`src/rtl/deb_multi_pkg.sv`:
```
// Shared definitions for the multi-channel button debouncer.
//   CLK_HZ              system clock rate the defaults are derived for (12 MHz)
//   ms_to_cycles()      converts a duration in milliseconds to clock cycles
//   DEF_MAX_BTN_COUNT   default stability window (20 ms)
//   DEF_LONG_COUNT      default long-press hold time (500 ms)
`timescale 1ns / 1ps
package deb_multi_pkg;

  localparam int unsigned CLK_HZ = 12000000;

  function automatic int unsigned ms_to_cycles(input int unsigned ms);
    return (CLK_HZ / 1000) * ms;
  endfunction

  localparam int unsigned DEF_MAX_BTN_COUNT = ms_to_cycles(20);
  localparam int unsigned DEF_LONG_COUNT    = ms_to_cycles(500);

endpackage

```
`src/rtl/deb_multi_chan.sv`:
```
// deb_chan: one debouncer channel.
//   clk      system clock
//   rst      synchronous reset, active-high
//   btn_raw  asynchronous button pad, polarity per ACTIVE_LOW
//   out      debounced level, 1 = pressed
//   press    1-cycle pulse on out 0->1
//   rel      1-cycle pulse on out 1->0 ('release' is a reserved word)
//   long     1-cycle pulse after out has been held for LONG_COUNT cycles
`timescale 1ns / 1ps
module deb_chan
  import deb_multi_pkg::*;
#(
  parameter int unsigned MAX_BTN_COUNT = DEF_MAX_BTN_COUNT,
  parameter int unsigned LONG_COUNT    = DEF_LONG_COUNT,
  parameter int unsigned LONG_REPEAT   = 0,
  parameter int unsigned ACTIVE_LOW    = 1
) (
  input  logic clk,
  input  logic rst,
  input  logic btn_raw,
  output logic out,
  output logic press,
  output logic rel,
  output logic long
);

  localparam int unsigned CNT_W  = $clog2(MAX_BTN_COUNT);
  localparam int unsigned HCNT_W = $clog2(LONG_COUNT + 1);

  localparam logic [CNT_W-1:0]  CNT_LAST  = CNT_W'(MAX_BTN_COUNT - 1);
  localparam logic [HCNT_W-1:0] HCNT_LAST = HCNT_W'(LONG_COUNT - 1);
  localparam logic [HCNT_W-1:0] HCNT_SAT  = HCNT_W'(LONG_COUNT);
  // Raw pad level when the button is idle.
  localparam logic IDLE_PAD = (ACTIVE_LOW != 0);

  logic              sync0_q, sync0_d;
  logic              sync1_q, sync1_d;
  logic              s;
  logic [CNT_W-1:0]  cnt_q, cnt_d;
  logic [HCNT_W-1:0] hcnt_q, hcnt_d;
  logic              out_q, out_d;
  logic              press_q, press_d;
  logic              rel_q, rel_d;
  logic              long_q, long_d;

  // The synchroniser carries the raw pad so nothing sits in front of the
  // first flop; polarity is corrected on its output instead, and reset loads
  // the idle pad level, which is 0 after correction.
  always_comb begin
    sync0_d = btn_raw;
    sync1_d = sync0_q;
    s       = sync1_q ^ IDLE_PAD;
  end

  always_comb begin
    cnt_d   = '0;
    out_d   = out_q;
    press_d = 1'b0;
    rel_d   = 1'b0;
    if (s != out_q) begin
      if (cnt_q == CNT_LAST) begin
        out_d   = s;
        press_d = s;
        rel_d   = ~s;
      end else begin
        cnt_d = cnt_q + 1'b1;
      end
    end
  end

  // Hold counter runs only while out is high; out_q is still 0 on the press
  // edge, so the count starts clean from every press. A long that would land
  // on the release edge is dropped so long never coincides with another pulse.
  always_comb begin
    hcnt_d = '0;
    long_d = 1'b0;
    if (out_q) begin
      if (hcnt_q == HCNT_LAST) begin
        long_d = ~rel_d;
        hcnt_d = (LONG_REPEAT != 0) ? '0 : HCNT_SAT;
      end else if (hcnt_q != HCNT_SAT) begin
        hcnt_d = hcnt_q + 1'b1;
      end else begin
        hcnt_d = hcnt_q;
      end
    end
  end

  always_ff @(posedge clk) begin
    if (rst) begin
      sync0_q <= IDLE_PAD;
      sync1_q <= IDLE_PAD;
      cnt_q   <= '0;
      hcnt_q  <= '0;
      out_q   <= 1'b0;
      press_q <= 1'b0;
      rel_q   <= 1'b0;
      long_q  <= 1'b0;
    end else begin
      sync0_q <= sync0_d;
      sync1_q <= sync1_d;
      cnt_q   <= cnt_d;
      hcnt_q  <= hcnt_d;
      out_q   <= out_d;
      press_q <= press_d;
      rel_q   <= rel_d;
      long_q  <= long_d;
    end
  end

  assign out   = out_q;
  assign press = press_q;
  assign rel   = rel_q;
  assign long  = long_q;

endmodule

```
`src/rtl/deb_multi.sv`:
```
// deb_multi: N-channel button debouncer, one independent deb_chan per button.
//   clk      system clock, 12 MHz
//   rst      synchronous reset, active-high
//   btn_raw  asynchronous button pads, polarity per ACTIVE_LOW
//   out      debounced levels, 1 = pressed
//   press    1-cycle pulse per channel on out 0->1
//   rel      1-cycle pulse per channel on out 1->0 ('release' is a reserved word)
//   long     1-cycle pulse per channel on long hold
`timescale 1ns / 1ps
module deb_multi
  import deb_multi_pkg::*;
#(
  parameter int unsigned N_BTN         = 4,
  parameter int unsigned MAX_BTN_COUNT = DEF_MAX_BTN_COUNT,
  parameter int unsigned LONG_COUNT    = DEF_LONG_COUNT,
  parameter int unsigned LONG_REPEAT   = 0,
  parameter int unsigned ACTIVE_LOW    = 1
) (
  input  logic             clk,
  input  logic             rst,
  input  logic [N_BTN-1:0] btn_raw,
  output logic [N_BTN-1:0] out,
  output logic [N_BTN-1:0] press,
  output logic [N_BTN-1:0] rel,
  output logic [N_BTN-1:0] long
);

  for (genvar i = 0; i < N_BTN; i++) begin : g_chan
    deb_chan #(
      .MAX_BTN_COUNT (MAX_BTN_COUNT),
      .LONG_COUNT    (LONG_COUNT),
      .LONG_REPEAT   (LONG_REPEAT),
      .ACTIVE_LOW    (ACTIVE_LOW)
    ) u_chan (
      .clk     (clk),
      .rst     (rst),
      .btn_raw (btn_raw[i]),
      .out     (out[i]),
      .press   (press[i]),
      .rel     (rel[i]),
      .long    (long[i])
    );
  end

endmodule

```
`config.mk`:
```
export PLATFORM = sky130hd
export DESIGN_NAME = deb_multi
export DESIGN_NICKNAME = d
export VERILOG_FILES = /design/src/rtl/deb_multi_pkg.sv /design/src/rtl/deb_multi_chan.sv /design/src/rtl/deb_multi.sv
export SDC_FILE = /design/constraint.sdc
export NUM_CORES = 1
export LEC_CHECK = 0
export CAP_MARGIN = 40
export CORE_UTILIZATION = 25
export DETAILED_ROUTE_END_ITERATION = 10
export PLACE_DENSITY = 0.43
export SLEW_MARGIN = 30
export SYNTH_ARGS = -nofsm -noshare
export SYNTH_HDL_FRONTEND = slang
export SYNTH_SLANG_ARGS = --single-unit
```
`constraint.sdc`:
```
create_clock -name clk -period 3.7 [get_ports clk]
set_clock_uncertainty 0.2 [all_clocks]
set_input_delay 0.74 -clock clk [delete_from_list [all_inputs] [get_ports clk]]
set_output_delay 0.74 -clock clk [all_outputs]
set_load 0.02 [all_outputs]
```
---- Word level (Yosys, flattened, before mapping) ----
Cells that the tools add are included.
word-level totals
  register bits after elaboration ......... 188
  latch bits .............................. 0
  RAM bits ................................ 0
  ROM bits ................................ 0
  bits of input ports ..................... 6
  logic and storage cells ................. 128
  memories kept ........................... 0
operators by class
  add/sub/neg operators ................... 8
  multipliers ............................. 0
  divide/modulo/power cells ............... 0
  order comparisons ....................... 0
  eq/ne operators ......................... 16
  shift-type cells ........................ 0
  multiplexer cells ....................... 16
  bitwise logic cells ..................... 24
  reduce and logical (&&, ||, !) cells .... 28
operators with widths
  kind                                            number
  two-way mux 23 bit                              8
  adder 23 x 1 -> 23 bit (second input constant)  4
  == test 23 bit (second input constant)          4
  inequality test 23 bit (second input constant)  4
  adder 18 x 1 -> 18 bit (second input constant)  4
  == test 18 bit (second input constant)          4
  OR reduction 3 bit                              16
  NOT 1 bit                                       24
  two-way mux 1 bit                               8
  AND reduction 2 bit                             4
  nonzero test 2 bit                              4
  OR reduction 2 bit                              4
  inequality test 1 bit                           4

---- Logic depth before layout (Yosys ltp) ----
Gate-level depths: netlist (run 1).
  depth after elaboration ................. 4
  gate-level depth with buffers ........... 7
  depth with buffers taken out ............ 6

---- Hierarchy ----
From an unflattened synthesis (run 1), not the netlist that was laid out.
unflattened totals
  cell total of the unflattened synthesis .. 1,010
  area, all modules ....................... 9,053.7 um2
modules (own cells, without submodules)
  module                           instances  cells each  area an instance (um2)  seq. area each (um2)
  deb_chan (g_chan[0].u_chan ...)  3          254         2,293.4                 940.9
  deb_chan (g_chan[1].u_chan)      1          248         2,173.3                 940.9

---- Worst setup path after synthesis (run 1) ----
Ideal clock, no wire load.
  kind .................................... register to register
  start point ............................. reg g_chan[2].u_chan.hcnt_q[0]
  end point ............................... reg g_chan[2].u_chan.hcnt_q[22]
  library setup time ...................... 0.071 ns
  arrival time ............................ 1.961 ns
  required time ........................... 3.429 ns
  path slack .............................. 1.468 ns
  stages on the path, launching flop included .. 7
  buffers on the path ..................... 1
  period minus slack after synthesis ...... 2.232 ns
  path through ............................ dfxtp_1 -> ha_1 -> nand4_1 -> or4_1 -> buf_2 -> or4_1 -> a21oi_1
between the ends
  word-level cells in the longest chain between the ends .. 3
  elaborated cells on any way between the ends .. 6
  classes of those cells .................. add/sub (1); eq/ne (2); mux (2); reduce/logical (1)
RTL lines
  element                 line                   source
  start, declared         deb_multi_chan.sv:40   logic [HCNT_W-1:0] hcnt_q, hcnt_d;
  start signal, assigned  deb_multi_chan.sv:103  hcnt_q <= hcnt_d;
  adder 23 x 1 -> 23 bit  deb_multi_chan.sv:82   hcnt_d = hcnt_q + 1'b1;
  two-way mux 23 bit      deb_multi_chan.sv:81   end else if (hcnt_q != HCNT_SAT) begin
  two-way mux 23 bit      deb_multi_chan.sv:78   if (hcnt_q == HCNT_LAST) begin
Several ways; a longest one is shown, not always the timed one. The select of a mux whose other input is x is not followed.
A chain may end at the register's enable or synchronous reset.

---- Worst setup path in the final report (run 1) ----
  start point ............................. reg g_chan[3].u_chan.cnt_q[14]
  end point ............................... reg g_chan[3].u_chan.cnt_q[7]
between the ends
  word-level cells in the longest chain between the ends .. 2
RTL lines
  element                       line                   source
  start, declared               deb_multi_chan.sv:39   logic [CNT_W-1:0] cnt_q, cnt_d;
  start signal, assigned        deb_multi_chan.sv:102  cnt_q <= cnt_d;
  == test 18 bit                deb_multi_chan.sv:61   if (cnt_q == CNT_LAST) begin
  OR reduction 3 bit (no line)  --
Every way passes these cells.

==> results of run 1 <==
-- worst min-delay path by stage --
stage / to / cells past startpoint / from
2_1_floorplan: g_chan[0].u_chan.sync1_q$_SDFF_PP1_ / 1 / g_chan[0].u_chan.sync0_q$_SDFF_PP1_
3_3_place_gp: g_chan[0].u_chan.sync1_q$_SDFF_PP1_ / 1 / g_chan[0].u_chan.sync0_q$_SDFF_PP1_
3_5_place_dp: g_chan[1].u_chan.sync1_q$_SDFF_PP1_ / 1 / g_chan[1].u_chan.sync0_q$_SDFF_PP1_
4_1_cts: g_chan[1].u_chan.sync1_q$_SDFF_PP1_ / 1 / g_chan[1].u_chan.sync0_q$_SDFF_PP1_
5_1_grt: g_chan[1].u_chan.sync1_q$_SDFF_PP1_ / 1 / g_chan[1].u_chan.sync0_q$_SDFF_PP1_
6_report: g_chan[1].u_chan.sync1_q$_SDFF_PP1_ / 1 / g_chan[1].u_chan.sync0_q$_SDFF_PP1_
-- power breakdown --
part           switching (W)   total, W  internal (W)
Clock               0.000872    0.00183      0.000956
Sequential        0.00000354    0.00203       0.00203
Combinational      0.0000167  0.0000294     0.0000128
Total               0.000892    0.00389       0.00300
-- critical path, delay by kind of cell, from the launching register on --
| kind | cells | cell delay (ns) |
|---|---|---|
| AND/OR/NAND/NOR | 3 | 1.18 |
| AO/OA/AOI/OAI | 1 | 0.69 |
| flip-flops | 1 | 0.35 |
-- synthesized netlist by cell type, types with 2 or more instances --
library cell / number / area share
sky130_fd_sc_hd__or2_2: 17 / 0.012
sky130_fd_sc_hd__and2_1: 5 / 0.0035
sky130_fd_sc_hd__buf_4: 17 / 0.014
sky130_fd_sc_hd__nand2_1: 67 / 0.028
sky130_fd_sc_hd__dfxtp_1: 188 / 0.43
sky130_fd_sc_hd__nor2_1: 115 / 0.049
sky130_fd_sc_hd__or3b_2: 2 / 0.0020
sky130_fd_sc_hd__and4_1: 13 / 0.013
sky130_fd_sc_hd__or4_1: 31 / 0.026
sky130_fd_sc_hd__nand4_4: 2 / 0.0048
sky130_fd_sc_hd__nor4b_1: 5 / 0.0050
sky130_fd_sc_hd__o31ai_1: 25 / 0.021
sky130_fd_sc_hd__or3_1: 38 / 0.027
sky130_fd_sc_hd__nor4_1: 30 / 0.021
sky130_fd_sc_hd__nand4b_1: 3 / 0.0030
sky130_fd_sc_hd__a31oi_1: 2 / 0.0014
sky130_fd_sc_hd__a31o_2: 3 / 0.0030
sky130_fd_sc_hd__o21ai_0: 34 / 0.019
sky130_fd_sc_hd__or4b_2: 2 / 0.0023
sky130_fd_sc_hd__xnor2_1: 65 / 0.064
sky130_fd_sc_hd__nand2b_1: 7 / 0.0050
sky130_fd_sc_hd__o21a_1: 2 / 0.0017
sky130_fd_sc_hd__nand4bb_1: 2 / 0.0025
sky130_fd_sc_hd__and3_1: 10 / 0.0071
sky130_fd_sc_hd__nand4_1: 37 / 0.026
sky130_fd_sc_hd__nor3_1: 44 / 0.025
sky130_fd_sc_hd__and4b_1: 2 / 0.0023
sky130_fd_sc_hd__a21oi_1: 63 / 0.036
sky130_fd_sc_hd__nor2b_1: 7 / 0.0050
sky130_fd_sc_hd__mux2i_1: 3 / 0.0034
sky130_fd_sc_hd__nor4bb_1: 5 / 0.0057
sky130_fd_sc_hd__inv_1: 43 / 0.018
sky130_fd_sc_hd__nor3b_1: 3 / 0.0025
sky130_fd_sc_hd__or2_1: 2 / 0.0014
sky130_fd_sc_hd__ha_1: 12 / 0.017
sky130_fd_sc_hd__a211oi_1: 2 / 0.0017
sky130_fd_sc_hd__buf_2: 4 / 0.0023
sky130_fd_sc_hd__xor2_1: 27 / 0.027
sky130_fd_sc_hd__clkbuf_1: 24 / 0.010
sky130_fd_sc_hd__o41ai_1: 2 / 0.0020
sky130_fd_sc_hd__nand3_1: 60 / 0.034
-- stage by stage --
step / total power, W / hold WS, ns
floorplan: 0.00209 / 0.189
global placement: 0.00211 / 0.191
detailed placement: 0.00211 / 0.194
CTS: 0.00397 / 0.212
global route: 0.00405 / 0.222
finish: 0.00389 / 0.210
-- state kept, by name, indices dropped and copies added (netlist names) --
| name | flops |
|---|---|
| g_chan.u_chan.sync0_q | 4 |
| g_chan.u_chan.press | 4 |
| g_chan.u_chan.sync1_q | 4 |
| g_chan.u_chan.rel | 4 |
| g_chan.u_chan.out | 4 |
| g_chan.u_chan.long | 4 |
| g_chan.u_chan.hcnt_q | 92 |
| g_chan.u_chan.cnt_q | 72 |
-- logic make-up (layout without fill, tap and decap cells) --
family,count (synthesis),in the layout
and+or+nand+nor,514,514
buffers and inverters,89,107
adders and majority gates,12,12
DFF,188,188
xor gates and xnor gates,92,92
muxes,3,3
AOI/OAI and AO/OA,144,144
-- metal layers --
metal,wire (um),part of all wire,global-route usage,vias to the layer above
li1,-,-,-,3738
met1,9790,0.51,0.149,3282
met2,8840,0.46,0.182,59
met3,372,0.019,0.0218,13
met4,171,0.0089,0.0344,0
met5,0,0,0,-
-- cell type report --
class / instances / area [um2] / share of cell area
clock inverter: 14 / 151 / 0.0151
clock buffer: 17 / 425 / 0.0424
tap: 455 / 569 / 0.0567
inverter: 43 / 161 / 0.0161
multi-input combinational: 765 / 4670 / 0.465
timing repair buffer: 33 / 298 / 0.0297
sequential: 188 / 3760 / 0.375
==> tab_implementation.tex, run 1 <==
\begin{tabular}{lr}
\hline
Metric & Value \\
\hline
\multicolumn{2}{l}{\textbf{Timing}} \\
Max Clk Rate & 391 MHz \\
Post-Route Setup TNS & 0 ns \\
Final Max Tran Viols & 0 \\
Max-slew headroom at the worst pin & 0.537 \\
Slew at the pin closest to its max-slew limit & 0.695 ns \\
Minimum clock period after layout & 2.56 ns \\
Final setup fails & 0 \\
Least setup slack across all paths after layout & 1.14 ns \\
Unrepaired setup endpoints after global routing & false \\
Final period utilization & 0.692 \\
Number of failing hold endpoints at the final stage & 0 \\
\multicolumn{2}{l}{\textbf{Worst setup path}} \\
CP max FO & 17 \\
Chain of cells forming the critical path & or4b\_2 -> nor3\_1 -> a311o\_1 -> nor2\_1 \\
Data arrival time of the worst path & 2.67 ns \\
Critical R2R Launch & g\_chan[3].u\_chan.cnt\_q[14]\$\_SDFF\_PP0\_ \\
Internal reg-to-reg setup slack & 1.14 ns \\
Longest individual stage delay on the worst path & 0.69 ns \\
Endpoint required time on the critical path & 3.81 ns \\
CP startpoint kind & flip-flop \\
Number of cells on the worst reg-to-reg path & 4 \\
Startpoint-to-endpoint class of the critical path & flip-flop to flip-flop \\
Crit-path slowest cell & sky130\_fd\_sc\_hd\_\_a311o\_1 \\
Worst Setup End Kind & flip-flop \\
Worst r2r dst & g\_chan[3].u\_chan.cnt\_q[7]\$\_SDFF\_PP0\_ \\
Startpoint of the worst setup timing path & g\_chan[3].u\_chan.cnt\_q[14]\$\_SDFF\_PP0\_ \\
Destination of the critical timing path & g\_chan[3].u\_chan.cnt\_q[7]\$\_SDFF\_PP0\_ \\
\multicolumn{2}{l}{\textbf{Power and ir drop}} \\
Reported leakage power & 2.72 nW \\
Power density normalized to cell area & 387 mW/mm2 \\
Max rail drop VDD & 252 uV \\
\multicolumn{2}{l}{\textbf{GRT}} \\
Largest net degree at the start of global routing & 19 \\
Via count of the first global-routing pass & 6793 \\
Antenna violations before repair & 0 \\
Total overflow reported by the global router & 0 \\
Global routing usage summed across all routing layers & 0.112 \\
Global-route wire length before repair & 33400 um \\
\multicolumn{2}{l}{\textbf{Yosys}} \\
Gate count after technology mapping & 1042 \\
Number of nets in the synthesized netlist & 1060 \\
Post-synthesis sequential area ratio & 0.426 \\
Flop and latch count out of synthesis & 188 \\
Adder-cell share of the synthesized area & 0.0170 \\
Compound-cell area share of the yosys netlist & 0.0979 \\
Share of synthesized cell area in and, or, nand and nor gates & 0.319 \\
Fraction of synthesis flops using an asynchronous set or reset pin & 0 \\
Yosys warning count & 0 \\
Synthesized area divided by synthesized cell count & 8.48 um2 \\
Top\_reg\_cell synth & sky130\_fd\_sc\_hd\_\_dfxtp\_1 \\
Mux cell area share after synthesis & 0.00340 \\
Number of enable-type register cells in the synthesized netlist & 0 \\
Combinational family with the most area after synthesis & simple AND/OR/NAND/NOR gates \\
Number of different library cells in the post-synthesis netlist & 58 \\
Cell area after synthesis & 0.00883 mm2 \\
Xor/xnor cell area share of the yosys netlist & 0.0912 \\
\multicolumn{2}{l}{\textbf{CTS}} \\
Cell chosen for the clock root & sky130\_fd\_sc\_hd\_\_clkbuf\_16 \\
Total setup buffers inserted after CTS & 0 \\
Clock insertion delay at the later pin of the skew report & 0.44 ns \\
Hold buffer count at CTS & 0 \\
Count of H-tree levels built during CTS & 4 \\
Clk slew on worst S/H paths & 0.08 ns \\
Bufs on Longest Clock Path & 2 \\
TritonCTS clock tree & done \\
Post-cts sizing count & 0 \\
Number of buffers inserted during clock tree synthesis & 17 \\
Sink Count & 188 \\
\multicolumn{2}{l}{\textbf{Finish}} \\
Share of post-route cells with drive strength above 1 & 0.0698 \\
Final net count & 1066 \\
Util after Layout & 0.290 \\
Area delta synth->final & 13.6\% \\
Cell Count, Final, Fillers Out & 1515 \\
Layout Cell Area excl Fill & 0.0100 mm2 \\
Number of filler instances in the final layout & 3709 \\
N\_diodes & 0 \\
Most common library cell in the layout ignoring fill and taps & sky130\_fd\_sc\_hd\_\_dfxtp\_1 \\
Most used cells in the layout excluding fill and tap cells & sky130\_fd\_sc\_hd\_\_dfxtp\_1 (188), sky130\_fd\_sc\_hd\_\_nor2\_1 (115), sky130\_fd\_sc\_hd\_\_nand2\_1 (67), sky130\_fd\_sc\_hd\_\_xnor2\_1 (65), sky130\_fd\_sc\_hd\_\_a21oi\_1 (63) \\
\multicolumn{2}{l}{\textbf{Floorplanning}} \\
Starting density of the core & 0.255 \\
Placement row count & 68 \\
Die width & 190 um \\
Overall die height & 190 um \\
Die Outline Area & 0.0361 mm2 \\
Core Area & 0.0346 mm2 \\
Count of boundary I/O pins & 22 \\
\multicolumn{2}{l}{\textbf{Drt}} \\
Final wirelength & 19200 um \\
Via Count & 7092 \\
Total iterations of the first detailed-routing run & 5 \\
Starting DRT DRC Count & 275 \\
Drt wl/cell & 12.7 um \\
DRC violations left & 0 \\
Antenna-violating nets left & 0 \\
Via density & 4.68 \\
\multicolumn{2}{l}{\textbf{Flow run}} \\
Count of maximum capacitance violations & 0 \\
\multicolumn{2}{l}{\textbf{Placed design}} \\
Quantity of I/O buffers inserted on ports & 21 \\
Total placed instance area & 0.00946 mm2 \\
Detailed Place HPWL & 13300 um \\
Final weighted congestion in routability-driven placement & 0.737 \\
Inst Count DP & 1484 \\
Post-Place Worst Slack & 0.890 ns \\
\multicolumn{2}{l}{\textbf{Outcome}} \\
Run status & completed \\
\multicolumn{2}{l}{\textbf{Hold path}} \\
Min-delay worst type & flip-flop to flip-flop \\
\hline
\end{tabular}
Note: power is estimated with default switching activity, not from simulation.
==> inputs of run 2 (changes only) <==
Settings changed: PLACE_DENSITY 0.43 to 0.44.
Clock period 3.7 ns to 2.05 ns, I/O delays scaled along.
==> run 2 against run 1 <==
  * Global-route usage rose by 1.0 points
  * Sequential share of layout area fell by 4.7 points
  * Via count rose by 9.5%
  * Die area did not move
  * Fmax rose by 26%
  * Critical path type unchanged
  * Critical path depth rose by 1
  * Non-clock buffer count rose by 156
  * Largest power group unchanged
  * Worst setup slack got worse by 1.1 ns
  * Cell count rose by 10%
  * Critical endpoint is now g_chan[3].u_chan.long$_SDFF_PP0_
  * Clock-buffer cell count did not move
  * Sequential power rose by 80%
==> tab_implementation.tex, run 2 (synthesis gave the netlist of run 1 again) <==
\begin{tabular}{lr}
\hline
Metric & Value \\
\hline
\multicolumn{2}{l}{\textbf{CTS}} \\
Sink Count & 188 (unchanged) \\
Cell chosen for the clock root & sky130\_fd\_sc\_hd\_\_clkbuf\_16 (unchanged) \\
Clk slew on worst S/H paths & 0.08 ns (about the same) \\
Count of H-tree levels built during CTS & 4 (unchanged) \\
Clock insertion delay at the later pin of the skew report & 0.45 ns (was 0.44 ns) \\
TritonCTS clock tree & done (unchanged) \\
Number of buffers inserted during clock tree synthesis & 17 (unchanged) \\
Bufs on Longest Clock Path & 2 (unchanged) \\
\multicolumn{2}{l}{\textbf{Finish}} \\
Most common library cell in the layout ignoring fill and taps & sky130\_fd\_sc\_hd\_\_dfxtp\_1 (unchanged) \\
Biggest register & g\_chan.u\_chan.hcnt\_q (unchanged) \\
Final net count & 1222 (was 1066) \\
Share of post-route cells with drive strength above 1 & 0.220 (was 0.0698) \\
Most used cells in the layout excluding fill and tap cells & sky130\_fd\_sc\_hd\_\_dfxtp\_1 (178), sky130\_fd\_sc\_hd\_\_buf\_4 (159), sky130\_fd\_sc\_hd\_\_nor2\_1 (114), sky130\_fd\_sc\_hd\_\_nand2\_1 (66), sky130\_fd\_sc\_hd\_\_xnor2\_1 (65) (was sky130\_fd\_sc\_hd\_\_dfxtp\_1 (188), sky130\_fd\_sc\_hd\_\_nor2\_1 (115), sky130\_fd\_sc\_hd\_\_nand2\_1 (67), sky130\_fd\_sc\_hd\_\_xnor2\_1 (65), sky130\_fd\_sc\_hd\_\_a21oi\_1 (63)) \\
Flip-flop count of the largest register after layout & 92 (unchanged) \\
Layout Cell Area excl Fill & 0.0115 mm2 (was 0.0100 mm2) \\
Area delta synth->final & 30.3\% (was 13.6\%) \\
N\_diodes & 0 (unchanged) \\
Top flop regs & g\_chan.u\_chan.hcnt\_q: 92 flops, g\_chan.u\_chan.cnt\_q: 72 flops (unchanged) \\
\multicolumn{2}{l}{\textbf{Timing}} \\
Minimum clock period after layout & 2.03 ns (was 2.56 ns) \\
Max-slew headroom at the worst pin & 0.720 (was 0.537) \\
Number of failing hold endpoints at the final stage & 0 (unchanged) \\
Slew at the pin closest to its max-slew limit & 0.415 ns (was 0.695 ns) \\
Final period utilization & 0.989 (was 0.692) \\
Final-layout worst hold slack & 0.213 ns (was 0.210 ns) \\
Max Clk Rate & 493 MHz (was 391 MHz) \\
Unrepaired setup endpoints after global routing & true (was false) \\
Final Max Tran Viols & 0 (unchanged) \\
Final setup fails & 0 (unchanged) \\
\multicolumn{2}{l}{\textbf{GRT}} \\
Global routing usage summed across all routing layers & 0.122 (was 0.112) \\
Via count of the first global-routing pass & 7514 (was 6793) \\
Largest net degree at the start of global routing & 19 (unchanged) \\
Total overflow reported by the global router & 0 (unchanged) \\
Global-route wire length before repair & 36100 um (was 33400 um) \\
Antenna violations before repair & 0 (unchanged) \\
\multicolumn{2}{l}{\textbf{Outcome}} \\
Run status & completed (unchanged) \\
\multicolumn{2}{l}{\textbf{Worst setup path}} \\
Endpoint required time on the critical path & 2.23 ns (was 3.81 ns) \\
Startpoint-to-endpoint class of the critical path & flip-flop to flip-flop (unchanged) \\
CP startpoint kind & flip-flop (unchanged) \\
Worst Setup End Kind & flip-flop (unchanged) \\
CP max FO & 5 (was 17) \\
Data arrival time of the worst path & 2.21 ns (was 2.67 ns) \\
\multicolumn{2}{l}{\textbf{Drt}} \\
Antenna-violating nets left & 0 (unchanged) \\
Final wirelength & 21200 um (was 19200 um) \\
Via density & 4.65 (was 4.68) \\
Total iterations of the first detailed-routing run & 4 (was 5) \\
Drt wl/cell & 12.7 um (about the same) \\
DRC violations left & 0 (unchanged) \\
Via Count & 7767 (was 7092) \\
Starting DRT DRC Count & 421 (was 275) \\
\multicolumn{2}{l}{\textbf{Hold path}} \\
Min-delay worst type & flip-flop to flip-flop (unchanged) \\
\multicolumn{2}{l}{\textbf{Floorplanning}} \\
Die width & 190 um (unchanged) \\
Core Area & 0.0346 mm2 (unchanged) \\
Die Outline Area & 0.0361 mm2 (unchanged) \\
Overall die height & 190 um (unchanged) \\
Placement row count & 68 (unchanged) \\
Count of boundary I/O pins & 22 (unchanged) \\
Starting density of the core & 0.255 (unchanged) \\
\multicolumn{2}{l}{\textbf{Flow run}} \\
Count of maximum capacitance violations & 0 (unchanged) \\
\multicolumn{2}{l}{\textbf{Placed design}} \\
Final weighted congestion in routability-driven placement & 0.770 (was 0.737) \\
Total placed instance area & 0.0107 mm2 (was 0.00946 mm2) \\
Quantity of I/O buffers inserted on ports & 21 (unchanged) \\
Detailed Place HPWL & 15200 um (was 13300 um) \\
\multicolumn{2}{l}{\textbf{Power and ir drop}} \\
Power density normalized to cell area & 626 mW/mm2 (was 387 mW/mm2) \\
Reported leakage power & 3.64 nW (was 2.72 nW) \\
Total power of the final layout & 0.00720 W (was 0.00389 W) \\
Max rail drop VDD & 557 uV (was 252 uV) \\
\hline
\end{tabular}
[run 2: changes by cell type in the layout (fill, tap and decap cells not counted), sizes merged]
cell           previous run  this run
buf                      12       166
bufinv                    1         2
clkbuf                   17        19
clkdlybuf4s50            21        16
clkinv                    4         2
clkinvlp                  0         5
dlygate4sd2               0         4
dlymetal6s2s              0         1
inv                      52        49
[run 2: layer usage]
layer | vias up | GRT usage | routed length, um
li1 | 4050 | - | -
met1 | 3630 | 0.158 | 10600
met2 | 67 | 0.202 | 9850
met3 | 20 | 0.0247 | 467
met4 | 0 | 0.0409 | 275
met5 | - | 0 | 0
[run 2: worst max-delay path: stages (launching register included)]
cell                       delay (ns)
sky130_fd_sc_hd__dfxtp_1         0.32
sky130_fd_sc_hd__buf_4           0.15
sky130_fd_sc_hd__nor4bb_1        0.40
sky130_fd_sc_hd__nand4_1         0.31
sky130_fd_sc_hd__or2_2           0.41
sky130_fd_sc_hd__nor3b_2         0.17
[run 2: where the power goes]
| part | total, W | internal, W | switching [W] |
|---|---|---|---|
| clock network | 0.00346 | 0.00184 | 0.00162 |
| logic | 0.0000762 | 0.0000402 | 0.0000359 |
| registers | 0.00366 | 0.00366 | 0.00000689 |
| total | 0.00720 | 0.00554 | 0.00166 |
[run 2: layout make-up]
type | count | area (um2)
fillers | 3580 | 23100
flip-flops and latches | 188 | 3780
clock buffers | 17 | 425
multi-input cells | 765 | 4820
repair buffers | 189 | 1570
well taps | 455 | 569
inverters | 43 | 161
clock inverters | 15 | 180
[run 2: final timing paths]
| check | startpoint | to | slack [ns] | depth (start not counted) |
|---|---|---|---|---|
| setup / recovery | g_chan[3].u_chan.hcnt_q[12]$_SDFFE_PP0P_ | g_chan[3].u_chan.long$_SDFF_PP0_ | 0.02 | 5 |
| hold / removal | g_chan[2].u_chan.sync0_q$_SDFF_PP1_ | g_chan[2].u_chan.sync1_q$_SDFF_PP1_ | 0.21 | 1 |
| setup reg to reg | g_chan[3].u_chan.hcnt_q[12]$_SDFFE_PP0P_ | g_chan[3].u_chan.long$_SDFF_PP0_ | 0.02 | 5 |
| hold reg to reg | g_chan[2].u_chan.sync0_q$_SDFF_PP1_ | g_chan[2].u_chan.sync1_q$_SDFF_PP1_ | 0.21 | 1 |
[run 2: timing repair]
action / in CTS / in global routing
hold buffers: 0 / 0
endpoints found under the setup margin: 25 / 81
cloned: 0 / 3
resized for setup: 9 / 30
pin swaps: 1 / 9
buffers inserted: 0 / 4
[run 2: stage by stage]
| step | utilization | instances | worst slack [ns] | setup TNS [ns] |
|---|---|---|---|---|
| 2_1_floorplan | - | 1042 | -0.00554 | -0.00554 |
| 3_3_place_gp | 0.308 | 1633 | -0.199 | -4.31 |
| 3_5_place_dp | 0.308 | 1633 | -0.177 | -5.10 |
| 4_1_cts | 0.326 | 1665 | 0.00324 | 0 |
| 5_1_grt | 0.332 | 1672 | -0.0623 | -0.182 |
| 6_report | 0.332 | 1672 | 0.0216 | 0 |
